File: config.mk
export PLATFORM = sky130hd
export DESIGN_NAME = fp32_accumulator
export DESIGN_NICKNAME = d
export VERILOG_FILES = /design/src/rtl/fp32_pkg.sv /design/src/rtl/fp32_lzc.sv /design/src/rtl/fp32_accumulator.sv
export SDC_FILE = /design/constraint.sdc
export NUM_CORES = 1
export LEC_CHECK = 0
export CORE_MARGIN = 4
export CORE_UTILIZATION = 55
export DETAILED_ROUTE_END_ITERATION = 7
export DONT_BUFFER_PORTS = 1
export PLACE_DENSITY_LB_ADDON = 0.05
export SLEW_MARGIN = 20
export SYNTH_ARGS = -nofsm -noshare
export SYNTH_HDL_FRONTEND = slang
export SYNTH_SLANG_ARGS = --single-unit
File: constraint.sdc
create_clock -name clk -period 8.04 [get_ports clk]
set_input_delay 0.804 -clock clk [delete_from_list [all_inputs] [get_ports clk]]
set_output_delay 0.804 -clock clk [all_outputs]
set_load 0.01 [all_outputs]
File: src/rtl/fp32_pkg.sv
// -----------------------------------------------------------------------------
// fp32_pkg
// Shared definitions for the FP32 accumulator slice: field widths, the packed
// {sign, exp, man} view of an IEEE-754 single, and the accumulator FSM states.
// -----------------------------------------------------------------------------
package fp32_pkg;

    localparam int EXP_W = 8;
    localparam int MAN_W = 23;
    localparam int BIAS  = 127;

    // All-ones exponent: Inf (NaN is not distinguished from Inf here).
    localparam logic [EXP_W-1:0] EXP_MAX = 8'hFF;

    // Smallest biased exponent that no longer fits a finite number.
    localparam int EXP_INF = 2 * BIAS + 1;

    typedef struct packed {
        logic             sign;
        logic [EXP_W-1:0] exp;
        logic [MAN_W-1:0] man;
    } fp32_t;

    typedef enum logic [2:0] {
        ST_IDLE,
        ST_ALIGN,
        ST_ADD,
        ST_NORM,
        ST_OUT
    } acc_state_t;

    function automatic logic is_inf(input fp32_t v);
        return v.exp == EXP_MAX;
    endfunction

endpackage

File: src/rtl/fp32_lzc.sv
// -----------------------------------------------------------------------------
// fp32_lzc
// Combinational leading-zero counter for the normalize step.
//   value : WIDTH-bit magnitude to scan (MSB first)
//   count : number of zeros above the most significant one; WIDTH when zero
// -----------------------------------------------------------------------------
module fp32_lzc #(
    parameter int WIDTH = 27,
    parameter int CNT_W = $clog2(WIDTH + 1)
) (
    input  logic [WIDTH-1:0] value,
    output logic [CNT_W-1:0] count
);

    // NOTE: every always_comb output gets a default first so no path can
    // leave it unassigned, which is what would otherwise infer a latch.
    always_comb begin
        count = CNT_W'(WIDTH);
        // Scanning upwards, the highest set bit is the last one to write.
        for (int i = 0; i < WIDTH; i++) begin
            if (value[i]) begin
                count = CNT_W'(WIDTH - 1 - i);
            end
        end
    end

endmodule

File: src/rtl/fp32_accumulator.sv
// -----------------------------------------------------------------------------
// fp32_accumulator
// Sequential FP32 adder that sums a packet of products into a running total.
// One addend per transaction; align, add and normalize take one cycle each;
// the packet sum is presented when the addend tagged in_last has been absorbed.
// Truncation rounding, denormals flushed to zero, overflow saturates to +/-Inf.
//   clk, rst        : rising-edge clock, asynchronous active-high reset
//   in_valid/ready  : addend handshake; in_data is the FP32 addend,
//                     in_last marks the final addend of a packet
//   out_valid/ready : result handshake; out_data is the packet sum,
//                     out_ovf flags an overflow to Inf within the packet
// -----------------------------------------------------------------------------
module fp32_accumulator
    import fp32_pkg::*;
#(
    parameter int GUARD_BITS = 3
) (
    input  logic        clk,
    input  logic        rst,
    input  logic        in_valid,
    input  logic [31:0] in_data,
    input  logic        in_last,
    output logic        in_ready,
    output logic        out_valid,
    output logic [31:0] out_data,
    output logic        out_ovf,
    input  logic        out_ready
);

    localparam int MW    = 24 + GUARD_BITS;     // hidden bit + fraction + guards
    localparam int SW    = MW + 1;              // sum keeps the carry
    localparam int CNT_W = $clog2(MW + 1);
    localparam int DW    = EXP_W + 2;           // signed exponent headroom

    acc_state_t state, state_nxt;

    fp32_t            acc_q;
    logic             ovf_q;
    fp32_t            add_q;
    logic             last_q;

    logic             a_sign_q;
    logic [EXP_W-1:0] a_exp_q;
    logic [MW-1:0]    a_man_q;
    logic [MW-1:0]    b_man_q;
    logic             sub_q;
    logic             inf_q;       // result is forced to an infinity
    fp32_t            inf_val_q;

    logic [SW-1:0]    sum_q;

    // ---------------------------------------------------------------- FSM ---
    always_ff @(posedge clk or posedge rst) begin
        if (rst) begin
            state <= ST_IDLE;
        end else begin
            state <= state_nxt;
        end
    end

    always_comb begin
        state_nxt = state;
        unique case (state)
            ST_IDLE:  if (in_valid) state_nxt = ST_ALIGN;
            ST_ALIGN: state_nxt = ST_ADD;
            ST_ADD:   state_nxt = ST_NORM;
            ST_NORM:  state_nxt = last_q ? ST_OUT : ST_IDLE;
            ST_OUT:   if (out_ready) state_nxt = ST_IDLE;
            default:  state_nxt = ST_IDLE;
        endcase
    end

    always_comb begin
        in_ready  = (state == ST_IDLE);
        out_valid = (state == ST_OUT);
    end

    assign out_data = acc_q;
    assign out_ovf  = ovf_q;

    // -------------------------------------------------------------- ALIGN ---
    fp32_t            op_x, op_y;
    logic [MW-1:0]    man_x, man_y;
    logic             swap;
    logic             big_sign, small_sign;
    logic [EXP_W-1:0] big_exp, small_exp, exp_diff;
    logic [MW-1:0]    big_man, small_man, small_shifted;

    always_comb begin
        op_x  = add_q;
        op_y  = acc_q;
        // A zero exponent is exact zero: the mantissa is ignored.
        man_x = (op_x.exp == '0) ? '0 : {1'b1, op_x.man, {GUARD_BITS{1'b0}}};
        man_y = (op_y.exp == '0) ? '0 : {1'b1, op_y.man, {GUARD_BITS{1'b0}}};

        // Operand A is the larger magnitude; ties keep the addend as A.
        swap       = {op_y.exp, man_y} > {op_x.exp, man_x};
        big_sign   = swap ? op_y.sign : op_x.sign;
        big_exp    = swap ? op_y.exp  : op_x.exp;
        big_man    = swap ? man_y     : man_x;
        small_sign = swap ? op_x.sign : op_y.sign;
        small_exp  = swap ? op_x.exp  : op_y.exp;
        small_man  = swap ? man_x     : man_y;

        exp_diff      = big_exp - small_exp;
        small_shifted = (int'(exp_diff) >= MW) ? '0 : (small_man >> exp_diff);
    end

    // ---------------------------------------------------------------- ADD ---
    logic [SW-1:0] sum_d;

    always_comb begin
        sum_d = sub_q ? ({1'b0, a_man_q} - {1'b0, b_man_q})
                      : ({1'b0, a_man_q} + {1'b0, b_man_q});
    end

    // --------------------------------------------------------------- NORM ---
    logic [CNT_W-1:0]     lz;
    logic [MW-1:0]        norm_man;
    logic signed [DW-1:0] norm_exp;
    fp32_t                res;
    logic                 res_ovf;
    logic                 unused_norm;

    fp32_lzc #(
        .WIDTH (MW),
        .CNT_W (CNT_W)
    ) u_lzc (
        .value (sum_q[MW-1:0]),
        .count (lz)
    );

    always_comb begin
        if (sum_q[SW-1]) begin
            norm_man = sum_q[SW-1:1];
            norm_exp = DW'(a_exp_q) + DW'(1);
        end else begin
            norm_man = sum_q[MW-1:0] << lz;
            norm_exp = DW'(a_exp_q) - DW'(lz);
        end

        res_ovf = 1'b0;
        if (inf_q) begin
            res     = inf_val_q;
            res_ovf = 1'b1;
        end else if (sum_q == '0 || norm_exp <= 0) begin
            res = '0;
        end else if (norm_exp >= EXP_INF) begin
            res     = '{sign: a_sign_q, exp: EXP_MAX, man: '0};
            res_ovf = 1'b1;
        end else begin
            // Drop the hidden bit on top and truncate the guard bits below.
            res = '{sign: a_sign_q,
                    exp:  norm_exp[EXP_W-1:0],
                    man:  norm_man[MW-2 -: MAN_W]};
        end
    end

    // Hidden bit and guard bits of norm_man are intentionally discarded.
    assign unused_norm = ^norm_man;

    // ----------------------------------------------------------- datapath ---
    // NOTE: sequential state uses non-blocking assignments only, so every
    // register samples the values from before the edge regardless of order.
    always_ff @(posedge clk or posedge rst) begin
        if (rst) begin
            acc_q     <= '0;
            ovf_q     <= 1'b0;
            add_q     <= '0;
            last_q    <= 1'b0;
            a_sign_q  <= 1'b0;
            a_exp_q   <= '0;
            a_man_q   <= '0;
            b_man_q   <= '0;
            sub_q     <= 1'b0;
            inf_q     <= 1'b0;
            inf_val_q <= '0;
            sum_q     <= '0;
        end else begin
            unique case (state)
                ST_IDLE: begin
                    if (in_valid) begin
                        add_q  <= in_data;
                        last_q <= in_last;
                    end
                end
                ST_ALIGN: begin
                    a_sign_q <= big_sign;
                    a_exp_q  <= big_exp;
                    a_man_q  <= big_man;
                    b_man_q  <= small_shifted;
                    sub_q    <= big_sign ^ small_sign;
                    // An infinite accumulator sticks; otherwise an infinite
                    // addend replaces it with Inf of the addend's sign.
                    inf_q    <= is_inf(acc_q) || is_inf(add_q);
                    inf_val_q <= is_inf(acc_q) ? acc_q
                               : '{sign: add_q.sign, exp: EXP_MAX, man: '0};
                end
                ST_ADD: begin
                    sum_q <= sum_d;
                end
                ST_NORM: begin
                    acc_q <= res;
                    ovf_q <= ovf_q | res_ovf;
                end
                ST_OUT: begin
                    if (out_ready) begin
                        acc_q <= '0;
                        ovf_q <= 1'b0;
                    end
                end
                default: ;
            endcase
        end
    end

endmodule

After elaboration in Yosys (flattened, before gate mapping)
Index checks and enable logic that the tools add are counted.
W data, S select, Z words.
{ "word_totals": {"regBits": 194, "latch_bits": 0, "ram_bits": 0, "rom_bits": 0, "out_inout_bits": 35, "word_cells": 104, "mem_count": 0} }
{ "op_classes": {"add_sub_neg": 5, "multipliers": 0, "div": 0, "n_lt_le_gt_ge": 4, "eq_ne": 8, "shift": 2, "n_mux": 54, "n_bitwise": 2, "n_reduce_logical": 10} }
{ "op_table": {"columns": ["cell", "n"], "rows": [
  ["$mux W27", 5],
  ["$mux W32", 4],
  ["$mux W5", 16],
  ["$pmux W32 S2", 1],
  ["$gt A35 B35 Y1", 1],
  ["$mux W4", 8],
  ["$mux W31", 1],
  ["$add A27 B27 Y28", 1],
  ["$logic_not A28 Y1", 1],
  ["$mux W28", 1],
  ["$sub A27 B27 Y28", 1],
  ["$shl A27 B5 Y26", 1],
  ["$shr A27 B8 Y27", 1],
  ["$mux W26", 1],
  ["$eq A8 B8 Y1 const B", 2],
  ["$logic_not A8 Y1", 2],
  ["$mux W8", 2],
  ["$pmux W3 S5", 1],
  ["$ge A10 B9 Y1 const B", 1],
  ["$le A10 B1 Y1 const B", 1],
  ["$mux W10", 1],
  ["$add A8 B1 Y9 const B", 1],
  ["$mux W3", 3],
  ["$sub A8 B5 Y9", 1],
  ["16 further kinds", 27]
]} }

Logic depth before layout (Yosys ltp)
Gate-level depths: netlist of run 1.
{ "logic_depth": {"word_depth": 35, "depth_mapped": 28, "ltp_nobuf": 21} }

Modules after synthesis
From an unflattened synthesis of run 1, not the netlist that was laid out.
{ "hier_totals": {"hier_cells": 1799, "area_unflattened_um2": 14889.3} }
{ "modules_own_cells": {"columns": ["module", "instances", "cells_each", "area_per_inst_um2", "seq_area_each_um2"], "rows": [
  ["fp32_accumulator", 1, 1748, 14611.5, 4779.6],
  ["fp32_lzc", 1, 51, 277.8, 0.0]
]} }

Worst setup path before layout of run 1
No wires, ideal clock.
{ "synth_timing": {"path_kind": "register -> register", "start": "reg acc_q (netlist bit out_data[28])", "end": "reg b_man_q[3]", "setup_time_ps": 101, "t_arrival_ps": 5707, "t_required_ps": 7939, "setup_slack_ps": 2233, "stages_incl_launch_ff": 26, "path_cell_list": "dfrtp_1 > nor4_1 > nand2_1 > clkbuf_1 > buf_1 > nand2_1 > inv_1 > ha_1 > a21oi_1 > o21ai_0 > a221o_1 > o31ai_4 > a21oi_4 > buf_8 > buf_6 > clkbuf_1 > buf_1 > o31a_1 > ha_1 > a211oi_4 > o211ai_2 > nor3_2 > nor3_4 > or3_1 > buf_2 > o311ai_2"} }
{ "synth_via": {"elab_chain_cells": 7, "word_cells_on_any_way": 10} }
{ "synth_rtl": {"columns": ["element", "line_no", "rtl"], "rows": [
  ["from (decl)", "fp32_accumulator.sv:37", "fp32_t acc_q;"],
  ["from (signal assigned)", "fp32_accumulator.sv:203", "acc_q <= res;"],
  ["$logic_not A8 Y1", "fp32_accumulator.sv:94", "man_y = (op_y.exp == '0) ? '0 : {1'b1, op_y.man, {GUARD_BITS{1'b0}}};"],
  ["$mux W27", "fp32_accumulator.sv:94", null],
  ["$gt A35 B35 Y1", "fp32_accumulator.sv:97", "swap = {op_y.exp, man_y} > {op_x.exp, man_x};"],
  ["$mux W8, on equally long branches", "fp32_accumulator.sv:99, fp32_accumulator.sv:102", null],
  ["$sub A8 B8 Y8", "fp32_accumulator.sv:105", "exp_diff = big_exp - small_exp;"],
  ["$shr A27 B8 Y27 or $ge A8 B5 Y1 (tied branches)", "fp32_accumulator.sv:106", "small_shifted = (int'(exp_diff) >= MW) ? '0 : (small_man >> exp_diff);"],
  ["$mux W27 *", "fp32_accumulator.sv:106", null],
  ["to (signal assigned)", "fp32_accumulator.sv:191", "b_man_q <= small_shifted;"],
  ["to (decl)", "fp32_accumulator.sv:45", "logic [MW-1:0] b_man_q;"]
]} }
Every way passes the cells marked *; elsewhere a longest branch is shown, timed or not.
A chain may end at the register's enable or synchronous reset.

Worst setup path after layout of run 1
{ "layout_timing": {"start": "reg acc_q (netlist bit out_data[28])", "end": "reg b_man_q[19]"} }
Same word-level chain as after synthesis.

==> impl_metrics.json, run 1 <==
{
  "synth-seq-cells": 191,
  "cp.required_ps": 8380,
  "setup_tns_ps": 0,
  "avgSynthCellArea_um2": 8.366,
  "synth_top_area_cell": "dfrtp_1",
  "tightest_slew_ps": 979.5,
  "clock_sinks": 191,
  "netlist_area_mm2": 0.01421,
  "track_usage": 0.3221,
  "synth_xor_area_frac": 0.04014,
  "antenna_found_initial": 1,
  "maxSlewViolCount": 0,
  "worstSetupEndpointType": "register",
  "core_area_mm2": 0.02533,
  "insertedDiodeCount": 0,
  "grt_pass1_wl_um": 71570,
  "die_w_um": 168.8,
  "htree_levels": 4,
  "hold_viol": 0,
  "cp_common_cell": "nand2_1",
  "synthSimpleGateAreaFrac": 0.1903,
  "setup_violations": 0,
  "synth-edff-count": 0,
  "clock_latency_ps": 440,
  "max_stage_delay_ps": 730,
  "cp.arrival_ps": 6800,
  "synthCells": 1699,
  "startpoint_type": "register",
  "synth_ff_type": "dfrtp_1",
  "cts_tree": "built",
  "syn_nets": 1802,
  "fmax_ghz": 0.1546,
  "path_class": "reg2reg",
  "drv_cap": 0,
  "cts_resized": 0,
  "synth_top_family_by_area": "compound AO/OA/AOI/OAI gates",
  "synthAdderAreaFrac": 0.05863,
  "synth_compound_area_frac": 0.2029,
  "postCtsHoldBufs": 0,
  "cp_max_fo": 89,
  "yosysWarnings": 0,
  "grt_pass1_vias": 12010,
  "overflow": 0,
  "initial_core_util": 0.5612,
  "synthMuxAreaShare": 0.1247,
  "hp-class": "in2async",
  "route.vias.total": 12630,
  "place_congestion": 0.9684,
  "root_buffer": "clkbuf_16",
  "clk_pin_slew_ps": 80,
  "drive_above_1_share": 0.07809,
  "netlist.area_leader.share": 0.3363,
  "fin_crit_sh": 0.8043,
  "die-area_mm2": 0.02848,
  "clock_path_buffers": 2,
  "drcViolationCount": 0,
  "max_slew_margin": 0.3470,
  "numCtsBuffers": 17,
  "drt-initial-drc-count": 1497,
  "port_buffers": 0,
  "status": "completed",
  "post_drt_via_cell_ratio": 6.374,
  "finalNetCount": 1742,
  "ys_seq_area_frac": 0.3363,
  "async_flop_share": 1.000,
  "crit_chain": "nor4_1 -> nand2_1 -> and2_1 -> ha_1 -> nor2b_1 -> o211ai_1 -> a2111oi_2 -> o31ai_4 -> a21oi_4 -> buf_4 -> o311a_4 -> o311ai_4 -> a211oi_2 -> nor3_4 -> nor2_1 -> nand2_1 -> o31ai_1",
  "cts_setup_buffers": 0,
  "grt_max_degree": 115,
  "slowest_stage": "buf_4",
  "fin_crit_ps": 6467,
  "ioPinCount": 72,
  "syn2layout_area_growth_pct": 5.229,
  "first_pass_iters": 7,
  "place_hpwl_um": 35320,
  "n_fill_cell": 2304,
  "rows": 58,
  "wl_per_cell_um": 23.20,
  "drt-total-wl_um": 45980,
  "skew_ps": 16.66,
  "synth.distinct_cells": 87,
  "yosys-top-cells-area": "dfrtp_1 (34%), mux2i_1 (8.8%), nand2_1 (6.8%)",
  "rsz0062_at_grt": "no",
  "detail-route-antenna-nets": 0,
  "die_height_um": 168.8
}
## path summary, 6_finish.rpt
kind | from | end | slack (ps) | cells past startpoint
worst max-delay path | out_data[28]$_DFFE_PP0P_ | b_man_q[19]$_DFFE_PP0P_ | 1570 | 17
worst min-delay path | rst | inf_val_q[18]$_DFFE_PP0P_ | 310 | 1
worst max register to register | out_data[28]$_DFFE_PP0P_ | b_man_q[19]$_DFFE_PP0P_ | 1570 | 17
worst min register to register | inf_val_q[1]$_DFFE_PP0P_ | inf_val_q[1]$_DFFE_PP0P_ | 470 | 2
max in group asynchronous | rst | a_man_q[8]$_DFFE_PP0P_ | 6460 | 3
min in group clk | inf_val_q[1]$_DFFE_PP0P_ | inf_val_q[1]$_DFFE_PP0P_ | 470 | 2
## layout make-up
type / instances / area, um^2 / area share
clock buffer: 20 / 456.7 / 0.03053
clock inverter: 12 / 101.3 / 0.006776
inverter: 67 / 259.0 / 0.01732
multi-input combinational: 1343 / 8785 / 0.5873
sequential: 191 / 4780 / 0.3196
tap: 330 / 412.9 / 0.02761
timing repair buffer: 19 / 162.7 / 0.01088
## sequential cells by signal, summed over array words and instances, names as in the netlist, 3 cells and up
name	flops
a_exp_q	8
sum_q	28
a_man_q	24
add_q	32
b_man_q	27
state	3
out_data	32
inf_val_q	32
## routing by layer
| metal | GRT usage | part of all wire |
|---|---|---|
| met5 | 0 | 0.00020 |
| met2 | 0.5102 | 0.46 |
| met3 | 0.06913 | 0.080 |
| met4 | 0.09174 | 0.028 |
| met1 | 0.4484 | 0.43 |
## through the flow
stage               setup slack, ps  utilization  area (um^2)  std cells  hold slack [ps]
floorplan                      2037            -        14210       1699            435.0
global placement               1787       0.5674        14370       1949            449.8
detailed placement             1689       0.5674        14370       1949            452.7
CTS                            1649       0.5895        14930       1981            401.5
global route                   1143       0.5906        14960       1982            391.2
finish                         1573       0.5906        14960       1982            308.4
## cells in the final DEF (no fill, tap or decap), types with 5 or more instances in the layout
| master | synthesis | layout |
|---|---|---|
| ha_1 | 65 | 65 |
| clkbuf_16 | 0 | 17 |
| a211oi_1 | 15 | 15 |
| o21ai_0 | 138 | 138 |
| a22o_1 | 6 | 6 |
| o211ai_1 | 9 | 9 |
| nand2b_1 | 21 | 21 |
| o31ai_1 | 15 | 15 |
| nor3_1 | 44 | 44 |
| o22ai_1 | 13 | 12 |
| a211o_1 | 5 | 5 |
| nand3_1 | 41 | 41 |
| nor2_1 | 147 | 145 |
| nand2_1 | 259 | 259 |
| or3_1 | 9 | 9 |
| nand4_1 | 9 | 9 |
| inv_1 | 63 | 62 |
| mux2_2 | 36 | 36 |
| or2_2 | 7 | 7 |
| o21a_1 | 12 | 12 |
| and3_1 | 10 | 10 |
| and2_1 | 10 | 10 |
| buf_4 | 1 | 18 |
| dfrtp_1 | 191 | 191 |
| a21oi_1 | 111 | 111 |
| mux2i_1 | 125 | 125 |
| a22oi_1 | 19 | 19 |
| xnor2_1 | 46 | 46 |
| nor2b_1 | 12 | 12 |
| xor2_1 | 16 | 16 |
| clkinvlp_4 | 0 | 5 |
| nor4_1 | 15 | 15 |
| a222oi_1 | 9 | 9 |
| a31oi_1 | 18 | 18 |
| a21o_1 | 15 | 15 |
| a221o_1 | 7 | 7 |
## cells by family after synthesis
kind of cell,count (synthesis)
AO/OA/AOI/OAI,445
flip-flops,191
multiplexers,166
XOR/XNOR,63
AND/OR/NAND/NOR,603
adder cells (fa/ha/maj),66
buffers and inverters,165
## critical path: cells and delay by family (launching register included)
family	cells	cell delay, ps
buf+inv	1	730
compound gates	8	2110
simple gates	7	2660
fa+ha+maj	1	310
flops	1	510
## synth_stat cells, types with 9 or more instances
library cell,instances
xnor2_1,46
or3_1,9
o21ai_0,138
nand2b_1,21
nor2b_1,12
ha_1,65
xor2_1,16
buf_2,10
a22oi_1,19
and2_1,10
o21a_1,12
a222oi_1,9
nor3_1,44
nand2_1,259
a21o_1,15
inv_1,63
o211ai_1,9
nand4_1,9
mux2i_1,125
buf_1,15
nor4_1,15
dfrtp_1,191
a211oi_1,15
a31oi_1,18
nor2_1,147
clkbuf_1,68
nand3_1,41
a21oi_1,111
mux2_2,36
o31ai_1,15
o22ai_1,13
and3_1,10
Power of run 1 is not shown: default switching activity piles up to over one toggle a cycle in this logic, so the estimate is an artifact.
==> inputs of run 2 (changes only) <==
Clock period 8.04 ns to 6.2 ns, I/O delays scaled along.
==> run 2 against run 1 <==
  * Die area is the same
  * Register-to-register slack lost 1300 ps
  * Setup slack lost 1300 ps
  * Count of clock-buffer cells in the layout grew 1
  * Critical path depth shrank 1
  * Final area grew 1.2%
  * Via count grew 2.1%
  * Global-route usage grew 0.70 points
  * First-iteration DRC count shrank 14%
  * Largest cell class unchanged
==> impl_metrics.json, run 2 (synthesis gave the netlist of run 1 again) <==
{
  "status": "completed",
  "route.vias.total": 12890,
  "grt_pass1_vias": 12300,
  "n_fill_cell": 2316,
  "final_cell_count_no_fill": 2000,
  "cp.required_ps": 6510,
  "cts_tree": "built",
  "worstSetupEndpointType": "register",
  "rows": 58,
  "die_w_um": 168.8,
  "cp.arrival_ps": 6210,
  "max_slew_margin": 0.3383,
  "hp-class": "in2async",
  "drcViolationCount": 0,
  "overflow": 0,
  "antenna_found_initial": 4,
  "tightest_slew_ps": 992.6,
  "core_area_mm2": 0.02533,
  "skew_ps": 20.27,
  "dp_slack_ps": 501.9,
  "place_hpwl_um": 35780,
  "die-area_mm2": 0.02848,
  "wl_per_cell_um": 23.45,
  "setup_tns_ps": 0,
  "clock_sinks": 191,
  "startpoint_type": "register",
  "cts_resized": 0,
  "first_pass_iters": 8,
  "port_buffers": 0,
  "reg2reg_setup_slack_ps": 300,
  "root_buffer": "clkbuf_16",
  "cp_max_fo": 25,
  "slowest_stage": "xnor2_4",
  "worst_hold_slack_ps": 206.1,
  "postCtsHoldBufs": 0,
  "reg2reg_depth": 16,
  "reg2reg_to": "b_man_q[6]$_DFFE_PP0P_",
  "path_class": "reg2reg",
  "numCtsBuffers": 17,
  "mostFrequentLayoutCells": "nand2_1 (259), dfrtp_1 (191), nor2_1 (145)",
  "die_height_um": 168.8,
  "fin_crit_sh": 0.9517,
  "ioPinCount": 72,
  "clock_latency_ps": 440,
  "initial_core_util": 0.5612,
  "max_stage_delay_ps": 720,
  "cts_setup_buffers": 0,
  "post_drt_via_cell_ratio": 6.447,
  "drt-initial-drc-count": 1282,
  "syn2layout_area_growth_pct": 6.523,
  "hold_viol": 0,
  "drive_above_1_share": 0.08633,
  "clock_path_buffers": 2,
  "rsz0062_at_grt": "no",
  "setup_violations": 0,
  "crit_chain": "nor4_1 -> nand2_1 -> nand2_1 -> ha_1 -> a21oi_1 -> o21ai_0 -> a221o_1 -> o31a_2 -> o21ai_2 -> a211oi_4 -> xnor2_4 -> mux2_2 -> nor2_1 -> a21oi_1 -> a22o_1 -> a221o_1",
  "drv_cap": 0,
  "maxSlewViolCount": 0,
  "drt-total-wl_um": 46910,
  "grt_max_degree": 126,
  "track_usage": 0.3291,
  "clk_pin_slew_ps": 80,
  "final_common_cell": "nand2_1",
  "crit_buf_inv": 0,
  "grt_pass1_wl_um": 73410,
  "setup_slack_ps": 299.4,
  "htree_levels": 4,
  "crit_family": "compound AO/OA/AOI/OAI gates",
  "timing.rr.start": "add_q[23]$_DFFE_PP0P_",
  "finalNetCount": 1759,
  "detail-route-antenna-nets": 0,
  "fmax_ghz": 0.1695,
  "fin_crit_ps": 5901,
  "place_congestion": 0.9918,
  "placed_cells": 1967
}
[run 2: cell types whose count changed in the layout (fill, tap and decap cells not counted), sizes merged]
cell      previous run  this run
clkbuf              20        21
diode                0         2
buf                 19        36
bufinv               0         3
inv                 70        68
clkinvlp             5         2
[run 2: worst reg2reg max path: cells and delay by family, from the launching register on]
family          cells  cell delay [ps]
compound gates      9             2630
simple gates        4             1240
xor+xnor            1              720
flops               1              460
mux                 1              440
fa+ha+maj           1              300
[run 2: worst max-delay path by stage]
stage / startpoint / endpoint / slack [ps] / cells after the start
2_1_floorplan: rst / a_exp_q[0]$_DFFE_PP0P_ / 380 / 1
3_3_place_gp: out_data[30]$_DFFE_PP0P_ / b_man_q[6]$_DFFE_PP0P_ / 600 / 18
3_5_place_dp: add_q[23]$_DFFE_PP0P_ / b_man_q[6]$_DFFE_PP0P_ / 500 / 16
4_1_cts: add_q[23]$_DFFE_PP0P_ / b_man_q[6]$_DFFE_PP0P_ / 490 / 16
5_1_grt: out_data[30]$_DFFE_PP0P_ / b_man_q[6]$_DFFE_PP0P_ / 0.3 / 18
6_report: add_q[23]$_DFFE_PP0P_ / b_man_q[6]$_DFFE_PP0P_ / 300 / 16
[run 2: final cells by class]
| type | count | area, um^2 | area share |
|---|---|---|---|
| diodes | 2 | 5.005 | 0.0003306 |
| clock buffers | 21 | 460.4 | 0.03041 |
| clock inverters | 10 | 151.4 | 0.009999 |
| inverters | 67 | 259.0 | 0.01711 |
| multi-input cells | 1343 | 8790 | 0.5805 |
| flip-flops and latches | 191 | 4780 | 0.3157 |
| well taps | 330 | 412.9 | 0.02727 |
| repair buffers | 36 | 282.8 | 0.01868 |
[run 2: stage by stage]
| step | utilization | instance area (um^2) |
|---|---|---|
| final | 0.5978 | 15140 |
| after global routing | 0.5976 | 15140 |
| after CTS | 0.5976 | 15140 |
| after detailed placement | 0.5735 | 14520 |
| after global placement | 0.5735 | 14520 |
| after floorplan | - | 14210 |
[run 2: layer usage]
metal / wire (um) / up-vias / GRT usage
li1: - / 6003 / -
met1: 20600 / 6290 / 0.4635
met2: 21310 / 512 / 0.5123
met3: 3633 / 84 / 0.07356
met4: 1333 / 4 / 0.09421
met5: 32 / - / 0
Power of run 2 is left out for the same reason.
==> inputs of run 3 (changes only) <==
Settings changed: CELL_PAD_IN_SITES_DETAIL_PLACEMENT set to 0, CELL_PAD_IN_SITES_GLOBAL_PLACEMENT set to 1, CORE_UTILIZATION 55 to 45, SKIP_CTS_REPAIR_TIMING set to 1.
Clock period 6.2 ns to 4.9 ns, I/O delays scaled along.
==> run 3 against run 2 <==
  * Highest routed layer is now met4
  * First-iteration DRC count is 12% lower
  * Non-clock buffer count is 191 higher
  * Setup slack got worse by 330 ps
  * Count of clock-buffer cells in the layout is 3 lower
  * The flow now finishes with violations (negative setup slack)
  * Cell count rose by 13%
  * Flip-flop and latch count stayed put
  * Critical endpoint unchanged
  * Fmax up 20%
==> impl_metrics.json, run 3 (synthesis gave the netlist of run 1 again) <==
{
  "reg2reg_setup_slack_ps": -30,
  "grt_max_degree": 143,
  "drv_cap": 0,
  "setup_violations": 2,
  "cp.depth": 24,
  "cp_max_fo": 6,
  "critPathCapture": "b_man_q[6]$_DFFE_PP0P_",
  "wl_per_cell_um": 22.51,
  "fin_crit_sh": 1.006,
  "reg2reg_depth": 24,
  "cts_tree": "built",
  "die-area_mm2": 0.03449,
  "antenna_found_initial": 0,
  "drt-initial-drc-count": 1133,
  "first_pass_iters": 5,
  "worstSetupEndpointType": "register",
  "syn2layout_area_growth_pct": 22.92,
  "hold_viol": 0,
  "critPathLaunch": "out_data[26]$_DFFE_PP0P_",
  "die_height_um": 185.7,
  "tightest_slew_ps": 945.9,
  "grt_pass1_wl_um": 76450,
  "drt-total-wl_um": 50780,
  "maxSlewViolCount": 0,
  "fin_crit_ps": 4929,
  "place_hpwl_um": 38900,
  "port_buffers": 0,
  "core_area_mm2": 0.03091,
  "clock_sinks": 191,
  "grt_pass1_vias": 12610,
  "violations": "negative setup slack",
  "track_usage": 0.2916,
  "startpoint_type": "register",
  "setup_slack_ps": -28.81,
  "rsz0062_at_grt": "yes",
  "ioPinCount": 72,
  "overflow": 0,
  "skew_ps": 14.78,
  "crit_buf_inv": 6,
  "clk_pin_slew_ps": 80,
  "insertedDiodeCount": 0,
  "crit_chain": "nor4_4 -> nand2_2 -> buf_6 -> clkbuf_16 -> nand2_2 -> inv_1 -> ha_1 -> and3_4 -> a221oi_2 -> o21a_1 -> o21a_1 -> a21oi_4 -> o31a_1 -> ha_2 -> a211oi_4 -> buf_6 -> xnor2_4 -> buf_12 -> buf_6 -> mux2_4 -> nor2_1 -> a21oi_1 -> a22o_1 -> a221o_1",
  "stdcell_area_mm2": 0.01747,
  "route.vias.total": 13270,
  "place_area_mm2": 0.01593,
  "place_congestion": 0.9392,
  "final_common_cell": "nand2_1",
  "htree_levels": 4,
  "drcViolationCount": 0,
  "clock_latency_ps": 460,
  "regArea_mm2": 0.004785,
  "mostFrequentLayoutCells": "nand2_1 (244), buf_4 (204), dfrtp_1 (187)",
  "die_w_um": 185.7,
  "max_stage_delay_ps": 420,
  "rows": 64,
  "numCtsBuffers": 17,
  "cp.arrival_ps": 5270,
  "root_buffer": "clkbuf_16",
  "multiInputGateArea_mm2": 0.009469,
  "drive_above_1_share": 0.2371,
  "cp.required_ps": 5240,
  "fmax_ghz": 0.2029,
  "timing.rr.start": "out_data[26]$_DFFE_PP0P_",
  "initial_core_util": 0.4598,
  "slowest_stage": "dfrtp_1",
  "max_slew_margin": 0.3694,
  "worst_hold_slack_ps": 58.72,
  "finalNetCount": 1950,
  "cp_common_cell": "buf_6",
  "clock_path_buffers": 2,
  "n_fill_cell": 2901,
  "reg2reg_to": "b_man_q[6]$_DFFE_PP0P_",
  "crit_family": "compound AO/OA/AOI/OAI gates",
  "status": "complete, but fails checks",
  "post_drt_via_cell_ratio": 5.880,
  "path_class": "reg2reg",
  "detail-route-antenna-nets": 0,
  "hp-class": "in2async",
  "finalCoreUtilization": 0.5653
}
-- run 3: cell types whose count changed in the layout (fill, tap and decap cells not counted), moves of 13 or more --
cell and delta:
ha_4 +13, ha_1 -15, o21ai_0 -15, buf_4 +169, nand2_1 -15, buf_6 +14
-- run 3: area by class of cell --
class	count	share of cell area
multi-input combinational	1343	0.5420
sequential	191	0.2738
timing repair buffer	227	0.1070
tap	396	0.02836
clock buffer	18	0.02514
inverter	67	0.01518
clock inverter	14	0.008522
-- run 3: how the worst min path moves through the flow --
stage / startpoint / end / depth (start not counted)
floorplan: inf_val_q[23]$_DFFE_PP0P_ / inf_val_q[23]$_DFFE_PP0P_ / 1
global placement: inf_val_q[30]$_DFFE_PP0P_ / inf_val_q[30]$_DFFE_PP0P_ / 1
detailed placement: inf_val_q[30]$_DFFE_PP0P_ / inf_val_q[30]$_DFFE_PP0P_ / 1
CTS: in_valid / state[0]$_DFFE_PP0P_ / 1
global route: in_valid / state[0]$_DFFE_PP0P_ / 1
finish: rst / a_exp_q[5]$_DFFE_PP0P_ / 2
-- run 3: through the flow --
stage	std cells	setup TNS, ps	setup slack, ps
CTS	2221	-1697	-156.5
global placement	2189	-922.3	-137.8
detailed placement	2189	-1153	-130.5
floorplan	1699	-9436	-500.6
global route	2256	-3739	-222.3
finish	2256	-47.39	-28.81
-- run 3: layer usage --
layer | global-route usage | wire (um) | vias up
met2 | 0.4402 | 22350 | 368
met3 | 0.06566 | 3153 | 92
met5 | 0 | 0 | -
met1 | 0.4139 | 23570 | 6407
met4 | 0.1008 | 1706 | 0
li1 | - | - | 6399
-- run 3: worst register-to-register path, stage by stage, from the launching register on --
cell and delay, ps:
dfrtp_1 420, nor4_4 310, nand2_2 190, buf_6 180, clkbuf_16 150, nand2_2 80
inv_1 60, ha_1 290, and3_4 180, a221oi_2 270, o21a_1 170, o21a_1 190
a21oi_4 70, o31a_1 240, ha_2 190, a211oi_4 180, buf_6 170, xnor2_4 130
buf_12 140, buf_6 100, mux2_4 320, nor2_1 100, a21oi_1 70, a22o_1 270
a221o_1 330
Power of run 3 is left out for the same reason.
